--- src/rtl/decode_queue.sv ---
`default_nettype none
// ============================================================================
// Module   : decode_queue
// Brief    : RV32I(+C,+M) decoder feeding a DEPTH-entry queue of decoded ops.
// Revision : 1.0 - initial release
// ============================================================================
module decode_queue #(
    parameter int ENABLE_C = 1,
    parameter int ENABLE_M = 1,
    parameter int DEPTH    = 2
) (
    input  logic        clk,
    input  logic        reset,
    input  logic        flush,
    input  logic        in_valid,
    output logic        in_ready,
    input  logic [31:0] in_instr,
    input  logic [31:0] in_pc,
    output logic        out_valid,
    input  logic        out_ready,
    output logic [31:0] out_pc,
    output logic [31:0] out_next_pc,
    output logic [5:0]  out_op,
    output logic        out_alt,
    output logic [4:0]  out_rd,
    output logic [4:0]  out_rs1,
    output logic [4:0]  out_rs2,
    output logic [31:0] out_imm,
    output logic        out_compressed,
    output logic        out_illegal,
    output logic [31:0] stall_cycles
);

    localparam int c_PTR_W = $clog2(DEPTH);
    localparam logic [c_PTR_W:0] c_FULL = (c_PTR_W + 1)'(DEPTH);

    typedef struct packed {
        logic [31:0] pc;
        logic [31:0] next_pc;
        logic [5:0]  op;
        logic        alt;
        logic [4:0]  rd;
        logic [4:0]  rs1;
        logic [4:0]  rs2;
        logic [31:0] imm;
        logic        compressed;
        logic        illegal;
    } entry_t;

    logic [15:0] w_c;
    logic [2:0]  w_f3;
    logic [6:0]  w_f7;
    logic [31:0] w_imm_i, w_imm_s, w_imm_b, w_imm_u, w_imm_j;
    logic [4:0]  w_crd, w_crs2, w_crdp, w_crs1p;
    logic [31:0] w_cimm6, w_cimm_j, w_cimm_b, w_cimm_lw, w_cimm_4spn;
    logic [31:0] w_cimm_16sp, w_cimm_lui, w_cimm_lwsp, w_cimm_swsp, w_cshamt;

    assign w_c     = in_instr[15:0];
    assign w_f3    = in_instr[14:12];
    assign w_f7    = in_instr[31:25];
    assign w_imm_i = {{20{in_instr[31]}}, in_instr[31:20]};
    assign w_imm_s = {{20{in_instr[31]}}, in_instr[31:25], in_instr[11:7]};
    assign w_imm_b = {{19{in_instr[31]}}, in_instr[31], in_instr[7], in_instr[30:25], in_instr[11:8], 1'b0};
    assign w_imm_u = {in_instr[31:12], 12'b0};
    assign w_imm_j = {{11{in_instr[31]}}, in_instr[31], in_instr[19:12], in_instr[20], in_instr[30:21], 1'b0};

    assign w_crd       = w_c[11:7];
    assign w_crs2      = w_c[6:2];
    assign w_crdp      = {2'b01, w_c[4:2]};
    assign w_crs1p     = {2'b01, w_c[9:7]};
    assign w_cimm6     = {{26{w_c[12]}}, w_c[12], w_c[6:2]};
    assign w_cimm_j    = {{20{w_c[12]}}, w_c[12], w_c[8], w_c[10:9], w_c[6], w_c[7], w_c[2], w_c[11], w_c[5:3], 1'b0};
    assign w_cimm_b    = {{23{w_c[12]}}, w_c[12], w_c[6:5], w_c[2], w_c[11:10], w_c[4:3], 1'b0};
    assign w_cimm_lw   = {25'b0, w_c[5], w_c[12:10], w_c[6], 2'b0};
    assign w_cimm_4spn = {22'b0, w_c[10:7], w_c[12:11], w_c[5], w_c[6], 2'b0};
    assign w_cimm_16sp = {{22{w_c[12]}}, w_c[12], w_c[4:3], w_c[5], w_c[2], w_c[6], 4'b0};
    assign w_cimm_lui  = {{14{w_c[12]}}, w_c[12], w_c[6:2], 12'b0};
    assign w_cimm_lwsp = {24'b0, w_c[3:2], w_c[12], w_c[6:4], 2'b0};
    assign w_cimm_swsp = {24'b0, w_c[8:7], w_c[12:9], 2'b0};
    assign w_cshamt    = {26'b0, w_c[12], w_c[6:2]};

    logic [2:0]  w_cls, w_sub;
    logic        w_alt, w_ill, w_comp;
    logic [4:0]  w_rd, w_rs1, w_rs2;
    logic [31:0] w_imm;
    entry_t      w_entry;

    always_comb begin
        w_cls = '0; w_sub = '0; w_alt = 1'b0; w_ill = 1'b0;
        w_rd = '0; w_rs1 = '0; w_rs2 = '0; w_imm = '0;
        w_entry = '0;
        w_comp = (in_instr[1:0] != 2'b11);
        if (w_comp) begin
            if (ENABLE_C == 0) begin
                w_ill = 1'b1;
            end else begin
                case ({w_c[1:0], w_c[15:13]})
                    5'b00_000: begin w_cls = 3'd1; w_rd = w_crdp; w_rs1 = 5'd2; w_imm = w_cimm_4spn; w_ill = (w_cimm_4spn == '0); end
                    5'b00_010: begin w_cls = 3'd3; w_sub = 3'd2; w_rd = w_crdp; w_rs1 = w_crs1p; w_imm = w_cimm_lw; end
                    5'b00_110: begin w_cls = 3'd4; w_sub = 3'd2; w_rs1 = w_crs1p; w_rs2 = w_crdp; w_imm = w_cimm_lw; end
                    5'b01_000: begin w_cls = 3'd1; w_rd = w_crd; w_rs1 = w_crd; w_imm = w_cimm6; end
                    5'b01_001: begin w_cls = 3'd6; w_rd = 5'd1; w_imm = w_cimm_j; end
                    5'b01_010: begin w_cls = 3'd1; w_rd = w_crd; w_imm = w_cimm6; end
                    5'b01_011: begin
                        if (w_crd == 5'd2) begin
                            w_cls = 3'd1; w_rd = 5'd2; w_rs1 = 5'd2; w_imm = w_cimm_16sp; w_ill = (w_cimm_16sp == '0);
                        end else begin
                            w_cls = 3'd6; w_sub = 3'd2; w_rd = w_crd; w_imm = w_cimm_lui; w_ill = (w_cimm_lui == '0);
                        end
                    end
                    5'b01_100: begin
                        w_rd = w_crs1p; w_rs1 = w_crs1p; w_cls = 3'd1;
                        case (w_c[11:10])
                            2'b00, 2'b01: begin w_sub = 3'd5; w_alt = w_c[10]; w_imm = w_cshamt; w_ill = w_c[12]; end
                            2'b10:        begin w_sub = 3'd7; w_imm = w_cimm6; end
                            default: begin
                                w_cls = 3'd0; w_rs2 = w_crdp; w_ill = w_c[12];
                                case (w_c[6:5])
                                    2'b00:   begin w_sub = 3'd0; w_alt = 1'b1; end
                                    2'b01:   w_sub = 3'd4;
                                    2'b10:   w_sub = 3'd6;
                                    default: w_sub = 3'd7;
                                endcase
                            end
                        endcase
                    end
                    5'b01_101: begin w_cls = 3'd6; w_imm = w_cimm_j; end
                    5'b01_110, 5'b01_111: begin w_cls = 3'd5; w_sub = {2'b00, w_c[13]}; w_rs1 = w_crs1p; w_imm = w_cimm_b; end
                    5'b10_000: begin w_cls = 3'd1; w_sub = 3'd1; w_rd = w_crd; w_rs1 = w_crd; w_imm = w_cshamt; w_ill = w_c[12]; end
                    5'b10_010: begin w_cls = 3'd3; w_sub = 3'd2; w_rd = w_crd; w_rs1 = 5'd2; w_imm = w_cimm_lwsp; w_ill = (w_crd == '0); end
                    5'b10_100: begin
                        if (!w_c[12]) begin
                            if (w_crs2 == '0) begin w_cls = 3'd6; w_sub = 3'd1; w_rs1 = w_crd; w_ill = (w_crd == '0); end
                            else              begin w_cls = 3'd0; w_rd = w_crd; w_rs2 = w_crs2; end
                        end else if (w_crs2 == '0) begin
                            if (w_crd == '0) begin w_cls = 3'd7; w_sub = 3'd1; end
                            else             begin w_cls = 3'd6; w_sub = 3'd1; w_rd = 5'd1; w_rs1 = w_crd; end
                        end else begin
                            w_cls = 3'd0; w_rd = w_crd; w_rs1 = w_crd; w_rs2 = w_crs2;
                        end
                    end
                    5'b10_110: begin w_cls = 3'd4; w_sub = 3'd2; w_rs1 = 5'd2; w_rs2 = w_crs2; w_imm = w_cimm_swsp; end
                    default:   w_ill = 1'b1;
                endcase
            end
        end else begin
            case (in_instr[6:0])
                7'b0110011: begin
                    w_rd = in_instr[11:7]; w_rs1 = in_instr[19:15]; w_rs2 = in_instr[24:20]; w_sub = w_f3;
                    if (w_f7 == 7'b0000000)                                        w_cls = 3'd0;
                    else if (w_f7 == 7'b0100000 && (w_f3 == 3'd0 || w_f3 == 3'd5)) w_alt = 1'b1;
                    else if (w_f7 == 7'b0000001 && ENABLE_M != 0)                  w_cls = 3'd2;
                    else                                                           w_ill = 1'b1;
                end
                7'b0010011: begin
                    w_cls = 3'd1; w_sub = w_f3; w_rd = in_instr[11:7]; w_rs1 = in_instr[19:15]; w_imm = w_imm_i;
                    // shifts carry only the shift amount, the upper field selects SRAI
                    if (w_f3 == 3'd1) begin
                        w_imm = {27'b0, in_instr[24:20]}; w_ill = (w_f7 != 7'b0000000);
                    end else if (w_f3 == 3'd5) begin
                        w_imm = {27'b0, in_instr[24:20]}; w_alt = in_instr[30];
                        w_ill = (w_f7 != 7'b0000000) && (w_f7 != 7'b0100000);
                    end
                end
                7'b0000011: begin w_cls = 3'd3; w_sub = w_f3; w_rd = in_instr[11:7]; w_rs1 = in_instr[19:15]; w_imm = w_imm_i;
                                  w_ill = (w_f3 == 3'd3) || (w_f3 == 3'd6) || (w_f3 == 3'd7); end
                7'b0100011: begin w_cls = 3'd4; w_sub = w_f3; w_rs1 = in_instr[19:15]; w_rs2 = in_instr[24:20]; w_imm = w_imm_s;
                                  w_ill = (w_f3 > 3'd2); end
                7'b1100011: begin w_cls = 3'd5; w_sub = w_f3; w_rs1 = in_instr[19:15]; w_rs2 = in_instr[24:20]; w_imm = w_imm_b;
                                  w_ill = (w_f3 == 3'd2) || (w_f3 == 3'd3); end
                7'b1101111: begin w_cls = 3'd6; w_rd = in_instr[11:7]; w_imm = w_imm_j; end
                7'b1100111: begin w_cls = 3'd6; w_sub = 3'd1; w_rd = in_instr[11:7]; w_rs1 = in_instr[19:15]; w_imm = w_imm_i;
                                  w_ill = (w_f3 != 3'd0); end
                7'b0110111: begin w_cls = 3'd6; w_sub = 3'd2; w_rd = in_instr[11:7]; w_imm = w_imm_u; end
                7'b0010111: begin w_cls = 3'd6; w_sub = 3'd3; w_rd = in_instr[11:7]; w_imm = w_imm_u; end
                7'b1110011: begin
                    w_cls = 3'd7;
                    if (w_f3 == 3'd0) begin
                        if (in_instr == 32'h0000_0073)      w_sub = 3'd0;
                        else if (in_instr == 32'h0010_0073) w_sub = 3'd1;
                        else                                w_ill = 1'b1;
                    end else if (w_f3 == 3'd4) begin
                        w_ill = 1'b1;
                    end else begin
                        // register and immediate CSR forms share a sub-code; rs1 carries zimm
                        w_sub = {1'b1, w_f3[1:0]}; w_rd = in_instr[11:7]; w_rs1 = in_instr[19:15];
                        w_imm = {20'b0, in_instr[31:20]};
                    end
                end
                default: w_ill = 1'b1;
            endcase
        end
        if (w_ill) begin
            w_cls = '0; w_sub = '0; w_alt = 1'b0; w_rd = '0; w_rs1 = '0; w_rs2 = '0; w_imm = '0;
        end
        w_entry.pc         = in_pc;
        w_entry.next_pc    = in_pc + (w_comp ? 32'd2 : 32'd4);
        w_entry.op         = {w_cls, w_sub};
        w_entry.alt        = w_alt;
        w_entry.rd         = w_rd;
        w_entry.rs1        = w_rs1;
        w_entry.rs2        = w_rs2;
        w_entry.imm        = w_imm;
        w_entry.compressed = w_comp;
        w_entry.illegal    = w_ill;
    end

    entry_t             r_mem [DEPTH];
    logic [c_PTR_W-1:0] r_rd, r_wr;
    logic [c_PTR_W:0]   r_count;
    logic               r_up;
    logic [31:0]        r_stall;
    logic               w_push, w_pop;
    entry_t             w_head;

    assign in_ready  = r_up && (r_count != c_FULL);
    assign out_valid = (r_count != '0);
    assign w_push    = in_valid && in_ready && !flush;
    assign w_pop     = out_valid && out_ready;
    assign w_head    = r_mem[r_rd];

    always_ff @(posedge clk or negedge reset) begin
        if (!reset) begin
            r_count <= '0;
            r_rd    <= '0;
            r_wr    <= '0;
            r_up    <= 1'b0;
            r_stall <= '0;
            for (int i = 0; i < DEPTH; i++) r_mem[i] <= '0;
        end else begin
            r_up <= 1'b1;
            if (out_valid && !out_ready && r_stall != 32'hFFFF_FFFF) r_stall <= r_stall + 32'd1;
            if (flush) begin
                r_count <= '0;
                r_rd    <= '0;
                r_wr    <= '0;
            end else begin
                if (w_push) begin
                    r_mem[r_wr] <= w_entry;
                    r_wr        <= r_wr + 1'b1;
                end
                if (w_pop) r_rd <= r_rd + 1'b1;
                if (w_push && !w_pop)      r_count <= r_count + 1'b1;
                else if (!w_push && w_pop) r_count <= r_count - 1'b1;
            end
        end
    end

    assign out_pc         = w_head.pc;
    assign out_next_pc    = w_head.next_pc;
    assign out_op         = w_head.op;
    assign out_alt        = w_head.alt;
    assign out_rd         = w_head.rd;
    assign out_rs1        = w_head.rs1;
    assign out_rs2        = w_head.rs2;
    assign out_imm        = w_head.imm;
    assign out_compressed = w_head.compressed;
    assign out_illegal    = w_head.illegal;
    assign stall_cycles   = r_stall;

endmodule
`default_nettype wire

--- config.mk ---
export PLATFORM = sky130hd
export DESIGN_NAME = decode_queue
export DESIGN_NICKNAME = d
export VERILOG_FILES = /design/src/rtl/decode_queue.sv
export SDC_FILE = /design/constraint.sdc
export NUM_CORES = 1
export LEC_CHECK = 0
export BUFFER_PORTS_ARGS = -buffer_cell sky130_fd_sc_hd__buf_2
export CAP_MARGIN = 20
export CORE_ASPECT_RATIO = 1.4
export CORE_MARGIN = 5
export CORE_UTILIZATION = 28
export CTS_BUF_LIST = sky130_fd_sc_hd__clkbuf_8
export DETAILED_ROUTE_END_ITERATION = 7
export GPL_ROUTABILITY_DRIVEN = 1
export MAX_ROUTING_LAYER = met4
export PLACE_DENSITY = 0.45
export SYNTH_ARGS = -nofsm -noshare
export SYNTH_HDL_FRONTEND = slang
export SYNTH_SLANG_ARGS = --single-unit
--- constraint.sdc ---
create_clock -name clk -period 2.9 [get_ports clk]
set_clock_uncertainty 0.05 [all_clocks]
set_input_delay 0.58 -clock clk [delete_from_list [all_inputs] [get_ports clk]]
set_output_delay 0.58 -clock clk [all_outputs]
set_load 0.03 [all_outputs]
# == Word level (Yosys, flattened, before mapping) ==
# Cells that the tools add are included.
# Widths: inputs -> output; s select.
# totals
register_bits,277
out_inout_bits,154
word_cells,245
# classes
n_addsub,6
magnitude_cmp,4
eq_ne,44
n_mux,103
bitwise,3
reduce_logical,60
# ops
cell,n
$mux 120,4
$pmux 32 s10,1
$bwmux 240,1
$pmux 32 s7,1
$mux 32,4
$demux 120 s1,1
$mux 5,20
$logic_not 32->1,3
$pmux 32 s2,1
$eq 5x4->1 const B,8
$mux 3,11
$add 32x1->32 const B,1
$add 32x3->32,1
$eq 32x21->1 const B,1
$eq 32x7->1 const B,1
$mux 1,32
$ne 32x32->1 const B,1
$pmux 5 s6,1
$eq 7x6->1 const B,4
$eq 7x7->1 const B,4
$pmux 5 s5,1
$mux 12,2
$pmux 3 s8,1
$reduce_or 2->1,11
51 further kinds,104

# == Logic depth before layout (Yosys ltp) ==
# Gate-level depths: netlist of the first run.
# logic_depth
depth_word,9
depth_mapped,11

# == Worst setup path before layout of the first run ==
# No wires, ideal clock.
# synth_timing
path_kind,input -> register
startpoint,in in_instr[0]
endpoint,reg r_mem[72] (netlist bit)
arrival_ps,2752
slack_ps,-27
cell_stages,11
n_path_buf,2
path_cell_list,clkbuf_1 nand2_1 inv_1 clkbuf_1 ha_1 a21oi_1 nor3_1 and2_1 nand2_1 xnor2_1 mux2_2
# synth_between
elab_chain_cells,4
# synth_rtl
element,line_no,source
start: declaration,17,"input logic [31:0] in_instr,"
$ne 2x2->1,92,w_comp = (in_instr[1:0] != 2'b11);
net w_comp,83,"logic w_alt, w_ill, w_comp;"
$mux 3,197,w_entry.next_pc = in_pc + (w_comp ? 32'd2 : 32'd4);
$add 32x3->32,197,
$bwmux 240,239,r_mem[r_wr] <= w_entry;
end signal: indexed assignment,239,
end: declaration,208,entry_t r_mem [DEPTH];
# The timed path passes the listed nets, and every way through them passes these cells.
# A chain may end at the register's enable or synchronous reset.

# == Final worst setup path of the first run ==
# layout_timing
startpoint,reg r_rd
endpoint,out out_imm[29]
# layout_between
elab_chain_cells,4
# layout_rtl
element,line_no,source
start: declaration,209,"logic [c_PTR_W-1:0] r_rd, r_wr;"
start signal: assignment,242,if (w_pop) r_rd <= r_rd + 1'b1;
$not 1->2 (implied by the code),220,assign w_head = r_mem[r_rd];
$mux 120 (implied by the code) (3 in a row),220,
end: declaration,28,"output logic [31:0] out_imm,"
# Every way passes these cells. The select of a mux whose other input is x is not followed.

==> metrics.csv, run 1 <==
stage;metric;value;unit
status;status;finished, final reports clean;
grt;grt.total_usage;19.74;%
placed_design;place.port_buffers;222;
timing;hold_violations;0;
timing;finalMaxSlewViolations;0;
timing;maxSlewHeadroom;39.72;%
grt;grt_pass1_vias;13760;
placed_design;placed_area;17790;um2
yosys;synth-edff-count;0;
clock_network;cts_tree;yes;
routing;num_vias;13470;
yosys;synthCells;1614;
setup_path;critPathMaxStageDelay;0.44;ns
die;die_x;204.1;um
setup_path;worstPathRequired;2.27;ns
routing;dr.first_iter.drc_count;782;
yosys;yosysSeqAreaShare;46.57;%
cells_and_area;num-fill-cells;5376;
clock_network;cts_num_sinks;275;
grt;antenna_found_initial;2;
routing;avgViaCountPerCell;5.034;
yosys;synthTopCellsByCount;nand2_1, dfrtp_1, mux2_2;
cells_and_area;multi_input_area;7401;um2
clock_network;cts_buffer_depth;3;
power_and_ir_drop;power_density;608.2;nW/um2
cells_and_area;fin_nets;2001;
timing;rsz0062_at_grt;no;
min_path;hold_class;in -> reg;
yosys;synthMuxAreaShare;9.730;%
setup_path;path_buf_inv;2;
timing;setup_viol;0;
power_and_ir_drop;leakagePower;8.943;nW
placed_design;dpl.hpwl;41550;um
power_and_ir_drop;p_sw_share;34.63;%
grt;grt-ovfl-total;0;
cells_and_area;syn_to_final_growth;27.06;%
grt;top_usage_layer;met2;
yosys;ys.flop_type;dfrtp_1;
power_and_ir_drop;p_comb_share;26.4;%
die;die_h;281.8;um
power_and_ir_drop;total_power;0.01142;W
routing;drc;0;
power_and_ir_drop;seq_power_share;42.0;%
routing;wl_per_cell;21.11;um
yosys;yosys_warnings;0;
placed_design;gp_congestion;0.9724;
die;rows;99;
yosys;ys_types;75;
yosys;synth.area.top_cells;dfrtp_1, nand2_1, mux2_2;
power_and_ir_drop;vdd_drop_max;0.2828;mV
clock_network;clk_pin_slew;0.06;ns
grt;use_met3;2.911;%
clock_network;cts_root_buffer;clkbuf_8;
power_and_ir_drop;clock_power_share;31.6;%
die;num_io_pins;223;
timing;setup-tns-final;0;ns
setup_path;cp_top_family;buffers and inverters;
timing;fmax;376.3;MHz
setup_path;worstSetupEndpointType;primary output;
timing;timing.final.crit_share;91.63;%
die;fp.dieArea;57530;um2
cells_and_area;drive_gt1_share;30.71;%
grt;grtUsageMet1;22.96;%
yosys;synth_seq_cells;275;
setup_path;slowest_stage;dfrtp_4;
yosys;synth_xor_area_share;3.794;%
setup_path;critPathLaunchType;register;
cells_and_area;final_area;18770;um2
timing;period_minus_slack;2.657;ns
yosys;yosys.area.top_type_share;46.57;%
grt;use_met2;33.54;%
job;max-cap-violations;0;
power_and_ir_drop;p_sw;0.003954;W
setup_path;crit_fanout;59;
yosys;syn_nets;1687;
routing;drtPass1Iterations;5;
yosys;yosys.area_share.adder;0.3895;%
clock_network;htree_levels;2;
die;initial_utilization;28.33;%
routing;ant_nets;0;
cells_and_area;seqCellArea;6885;um2
grt;grt_pass1_wl;86360;um
setup_path;crit_type;reg -> out;
yosys;yosysTopAreaCell;dfrtp_1;
setup_path;path_cells;buf_12 > mux2_2 > buf_2;
clock_network;clock_latency;0.61;ns
yosys;synth_top_family_by_area;simple AND/OR/NAND/NOR gates;
clock_network;numCtsBuffers;48;
routing;drt-total-wl;56490;um
power_and_ir_drop;intPower;0.007463;W
setup_path;worstPathArrival;2.03;ns
yosys;yosysMostFrequentCell;nand2_1;
yosys;syn-cell-area;14780;um2
grt;grt_max_degree;85;
timing;worst_pin_slew;0.8959;ns
yosys;synth_simple_gate_area_share;19.83;%
yosys;synthArstFlopShare;100.0;%
die;core-area;52150;um2
yosys;syn_area_per_cell;9.155;um2
clock_network;post_cts_buffers;0;
yosys;synth-compound-area-share;16.01;%
## flip-flops by register name, summed over array words and instances (netlist names)
signal and flops:
r_count 2, r_mem 238, stall_cycles 32, r_wr 1, r_up 1, r_rd 1
## worst paths after layout
kind                            start                to  slack (ns)  cells after the start
setup / recovery                 r_rd       out_imm[29]        0.24                      3
hold / removal               in_pc[0]        r_mem[208]        0.13                      3
setup reg to reg           r_count[0]         r_mem[33]        0.69                      7
hold reg to reg             r_mem[11]         r_mem[11]        0.42                      2
max in group asynchronous       reset         r_mem[43]        1.45                      3
min in group asynchronous       reset  stall_cycles[26]        0.52                      2
## placed cells by master (no fill, tap or decap), types with 5 or more instances in the layout
cell / netlist / final
o211ai_1: 9 / 9
nand2_1: 422 / 420
inv_1: 14 / 31
a21oi_1: 31 / 31
clkinv_2: 0 / 8
o21ai_0: 122 / 122
xor2_1: 17 / 17
mux2_2: 125 / 125
clkbuf_8: 0 / 58
a221oi_1: 8 / 8
o31ai_1: 38 / 38
or3_1: 6 / 5
buf_12: 0 / 17
o32ai_1: 6 / 5
and3_1: 19 / 19
a2111oi_0: 6 / 6
buf_2: 4 / 222
nand3_1: 39 / 39
a211oi_1: 8 / 8
a32o_1: 31 / 31
and2_1: 7 / 6
nand2b_1: 13 / 13
nor2_1: 67 / 67
buf_4: 1 / 142
and4_1: 8 / 8
nor3_1: 22 / 20
nor4_1: 12 / 12
or2_2: 6 / 6
nor2b_1: 14 / 14
a32oi_1: 8 / 8
a22oi_1: 6 / 6
dfrtp_1: 275 / 274
a21o_1: 21 / 21
nand4_1: 11 / 11
xnor2_1: 47 / 47
## logic make-up after synthesis
logic type	count (synthesis)
other	1
XOR/XNOR	64
flip-flops	275
AO/OA/AOI/OAI	342
buffers and inverters	135
adder cells (fa/ha/maj)	4
multiplexers	128
AND/OR/NAND/NOR	665
## timing repair
action                                 4_1_cts  5_1_grt
hold buffers                                 1        0
endpoints found under the hold margin       72        0
resized for setup                            0        0
## power groups by stage
| stage | clock, W | combinational [W] | sequential, W |
|---|---|---|---|
| 4_1_cts | 0.00380 | 0.00308 | 0.00480 |
| 2_1_floorplan | 0 | 0.00192 | 0.00483 |
| 6_report | 0.00361 | 0.00301 | 0.00480 |
| 3_3_place_gp | 0 | 0.00303 | 0.00484 |
| 3_5_place_dp | 0 | 0.00306 | 0.00487 |
| 5_1_grt | 0.00394 | 0.00328 | 0.00488 |
## per-stage QoR
step	std cells	util, %	setup slack (ns)	hold slack [ns]
finish	2676	36.00	0.2428	0.1260
global placement	2582	34.05	-0.6030	0.4016
detailed placement	2584	34.11	-0.2132	0.4066
global route	2676	36.00	0.1384	0.1098
CTS	2674	35.99	0.1401	0.05349
floorplan	1614	-	0.04205	0.2344
## worst reg2reg max path: stages (launching register included)
cell and delay [ns]:
dfrtp_1 0.42, nand2b_1 0.17, nand3_1 0.19, nor2_1 0.25
nand2_4 0.33, nor2_1 0.37, buf_12 0.19, a32o_1 0.17
## final cells by class
cell class                      instances  area share (%)
Multi-Input combinational cell       1204           39.42
Tap cell                              707           4.712
Sequential cell                       275           36.68
Antenna cell                            2         0.02666
Timing Repair Buffer                  384           13.69
Clock buffer                           58           4.252
Clock inverter                         31          0.9198
Inverter                               15          0.2999
## routing by layer
metal,vias to the layer above,share of wire (%)
li1,6346,-
met1,6585,40
met2,406,50
met3,135,4.7
met4,0,5.2
met5,-,0
No activity file was read; power rests on OpenSTA's default activity.
==> run 2, diff against run 1 <==
--- a/config.mk
+++ b/config.mk
@@ -5,6 +5,7 @@
 export SDC_FILE = /design/constraint.sdc
 export NUM_CORES = 1
 export LEC_CHECK = 0
+export ABC_AREA = 1
 export BUFFER_PORTS_ARGS = -buffer_cell sky130_fd_sc_hd__buf_2
 export CAP_MARGIN = 20
 export CORE_ASPECT_RATIO = 1.4
==> run 2 against run 1 <==
Critical path depth increased by 2. First-iteration DRC count increased by 35%. Global-route usage increased by 1.6 points. Wire length increased by 15%. Cell count increased by 25%. Design area increased by 3.3%. Combinational power increased by 63%. Worst hold slack improved by 0.070 ns. Utilization decreased by 1.1 points. Via count increased by 18%.
==> metrics.csv, run 2 <==
stage;metric;value;unit;change
grt;grt_pass1_wl;98730;um;+14%
timing;rsz0062_at_grt;no;;
yosys;synthTopCellsByCount;nand2_1, dfrtp_1, nand3_1;;
cells_and_area;largest_register;r_mem;;
timing;finalWorstSetupSlack;0.1655;ns;-0.07737 ns
timing;period_minus_slack;2.735;ns;+0.07737 ns
cells_and_area;drive_gt1_share;17.50;%;-13 points
grt;grt_max_degree;91;;+7.1%
grt;antenna_found_initial;5;;+3
clock_network;cts_num_sinks;275;;unchanged
clock_network;numCtsBuffers;50;;+4.2%
timing;finalMaxSlewViolations;0;;unchanged
setup_path;slowest_stage;dfrtp_4;;
yosys;syn_nets;2355;;+40%
yosys;ys_types;41;;-45%
placed_design;place.port_buffers;222;;unchanged
min_path;hold_class;in -> reg;;
clock_network;cts_tree;yes;;
timing;timing.final.crit_share;94.29;%;+2.7 points
timing;hold_ws;0.1959;ns;+0.06998 ns
power_and_ir_drop;power_density;740.5;nW/um2;+22%
cells_and_area;fin_nets;2634;;+32%
die;fp.dieArea;61050;um2;+6.1%
timing;worst_pin_slew;0.7269;ns;-0.1689 ns
yosys;syn_area_per_cell;6.889;um2;-25%
die;rows;102;;+3.0%
placed_design;pre_cts_ws;-0.008768;ns;+0.2044 ns
routing;drc;0;;unchanged
yosys;yosys.area.top_type_share;43.78;%;-2.8 points
yosys;synthCells;2282;;+41%
die;die_h;290.4;um;+3.0%
cells_and_area;mostFrequentLayoutCell;nand2_1;;
timing;hold_violations;0;;unchanged
timing;fmax;365.7;MHz;-2.8%
clock_network;clock_latency;0.61;ns;about the same
setup_path;worstPathArrival;2.10;ns;+0.07 ns
grt;grt.total_usage;21.33;%;+1.6 points
cells_and_area;final_area;19400;um2;+3.3%
cells_and_area;final_cell_mix;nand2_1, dfrtp_1, buf_2;;
timing;maxSlewHeadroom;50.92;%;+11 points
clock_network;cts_root_buffer;clkbuf_8;;
yosys;synthArstFlopShare;100.0;%;unchanged
setup_path;worstSetupEndpointType;primary output;;
power_and_ir_drop;p_sw_share;40.36;%;+5.7 points
routing;avgViaCountPerCell;4.767;;-5.3%
setup_path;worstPathRequired;2.27;ns;about the same
setup_path;path_cells;inv_6 > buf_12 > nand2_1 > nand2_1 > buf_2;;
routing;wl_per_cell;19.44;um;-7.9%
routing;num_vias;15890;;+18%
setup_path;critPathMaxStageDelay;0.52;ns;+0.08 ns
timing;setup_viol;0;;unchanged
die;core-area;55520;um2;+6.5%
cells_and_area;syn_to_final_growth;23.40;%;
routing;drtPass1Iterations;5;;unchanged
yosys;synth_seq_cells;275;;unchanged
placed_design;placed_area;18290;um2;+2.8%
timing;setup-tns-final;0;ns;unchanged
yosys;synth-edff-count;0;;unchanged
power_and_ir_drop;vdd_drop_max;0.2918;mV;+3.2%
placed_design;dpl.hpwl;47770;um;+15%
yosys;yosys_warnings;0;;unchanged
yosys;yosysSeqAreaShare;43.78;%;-2.8 points
clock_network;htree_levels;2;;unchanged
setup_path;crit_top_cell;nand2_1;;
power_and_ir_drop;seq_power_share;38.0;%;-4.0 points
job;max-cap-violations;0;;unchanged
yosys;synth.area.top_cells;dfrtp_1, nand2_1, nand3_1;;
die;initial_utilization;28.32;%;about the same
power_and_ir_drop;intPower;0.008567;W;+15%
cells_and_area;largest_register_ffs;238;;unchanged
setup_path;crit_type;reg -> out;;
yosys;ys.flop_type;dfrtp_1;;
die;num_io_pins;223;;unchanged
yosys;yosysTopAreaCell;dfrtp_1;;
power_and_ir_drop;leakagePower;10.83;nW;+21%
power_and_ir_drop;p_comb_share;34.1;%;+7.7 points
routing;ant_nets;0;;unchanged
yosys;syn-cell-area;15720;um2;+6.4%
status;status;finished, final reports clean;;
power_and_ir_drop;total_power;0.01436;W;+26%
die;die_x;210.3;um;+3.0%
routing;drt-total-wl;64810;um;+15%
power_and_ir_drop;clock_power_share;27.8;%;-3.8 points
setup_path;critPathLaunchType;register;;
setup_path;crit_fanout;31;;-47%
clock_network;cts_buffer_depth;3;;unchanged
grt;grt-ovfl-total;0;;unchanged
power_and_ir_drop;p_sw;0.005798;W;+47%
yosys;yosysMostFrequentCell;nand2_1;;
clock_network;post_cts_buffers;0;;unchanged
clock_network;clk_pin_slew;0.06;ns;about the same
grt;grt_pass1_vias;16150;;+17%
placed_design;gp_congestion;0.9590;;-1.4%
routing;dr.first_iter.drc_count;1056;;+35%
run 2: cell count changes after synthesis, moves of 33 or more:
cell,delta
nand2_1,+560
nand3_1,+175
inv_1,+139
mux2_2,-125
nor2_1,+110
o31ai_1,-38
xnor2_1,-34
clkbuf_1,-33
run 2: worst paths after layout:
check / startpoint / to / slack [ns] / cells after the start
min in group asynchronous: reset / r_mem[67] / 0.43 / 2
worst max-delay path: r_rd / out_rs1[4] / 0.17 / 5
max in group asynchronous: reset / r_mem[35] / 1.58 / 3
worst min-delay path: in_pc[0] / r_mem[88] / 0.20 / 3
worst min register to register: r_mem[61] / r_mem[61] / 0.42 / 2
worst max register to register: stall_cycles[0] / stall_cycles[30] / 0.66 / 8
run 2: routing by layer:
layer	part of all wire, %	track usage (%)	vias up	wire length (um)
li1	-	-	7768	-
met1	40	24.74	7547	26220
met2	49	35.78	435	31750
met3	4.8	3.466	140	3126
met4	5.7	10.48	0	3713
met5	0	-	-	0
run 2: power by group through the flow:
stage | Combinational [W] | Clock (W) | Sequential, W
after floorplan | 0.00327 | 0 | 0.00546
after global placement | 0.00496 | 0 | 0.00549
after detailed placement | 0.00500 | 0 | 0.00552
after CTS | 0.00501 | 0.00417 | 0.00546
after global routing | 0.00543 | 0.00432 | 0.00559
final | 0.00491 | 0.00400 | 0.00546
run 2: layout make-up:
type	instances	area, um2
Fill cell	6148	36120
Multi-Input combinational cell	1730	7697
Sequential cell	275	6885
Timing Repair Buffer	339	2177
Tap cell	728	910.9
Clock buffer	65	894.6
Inverter	165	631.9
Clock inverter	26	188.9
Antenna cell	5	12.51
run 2: stage by stage:
step / utilization, % / std cells
after floorplan: - / 2282
after global placement: 32.95 / 3236
after detailed placement: 32.95 / 3236
after CTS: 34.92 / 3328
after global routing: 34.94 / 3333
final: 34.94 / 3333
run 2: logic make-up (layout without fill, tap and decap cells):
kind of cell / count (synthesis) / after routing / synth area share (%)
other: 1 / 6 / 0.02385
AND/OR/NAND/NOR: 1456 / 1456 / 37.84
adder cells (fa/ha/maj): 4 / 4 / 0.3662
buffers and inverters: 277 / 595 / 7.617
flip-flops: 275 / 275 / 43.78
XOR/XNOR: 59 / 59 / 3.287
AO/OA/AOI/OAI: 210 / 210 / 7.092
run 2: repair_timing:
| item | 4_1_cts | 5_1_grt |
|---|---|---|
| hold buffers | 1 | 0 |
| setup endpoints to repair | 1 | 0 |
| resized for setup | 1 | 0 |
| endpoints found under the hold margin | 46 | 0 |
run 2: worst max-delay path, delay by kind of cell (launching register included):
kind,cells,cell delay [ns]
buf+inv,3,0.74
flops,1,0.52
simple gates,2,0.20
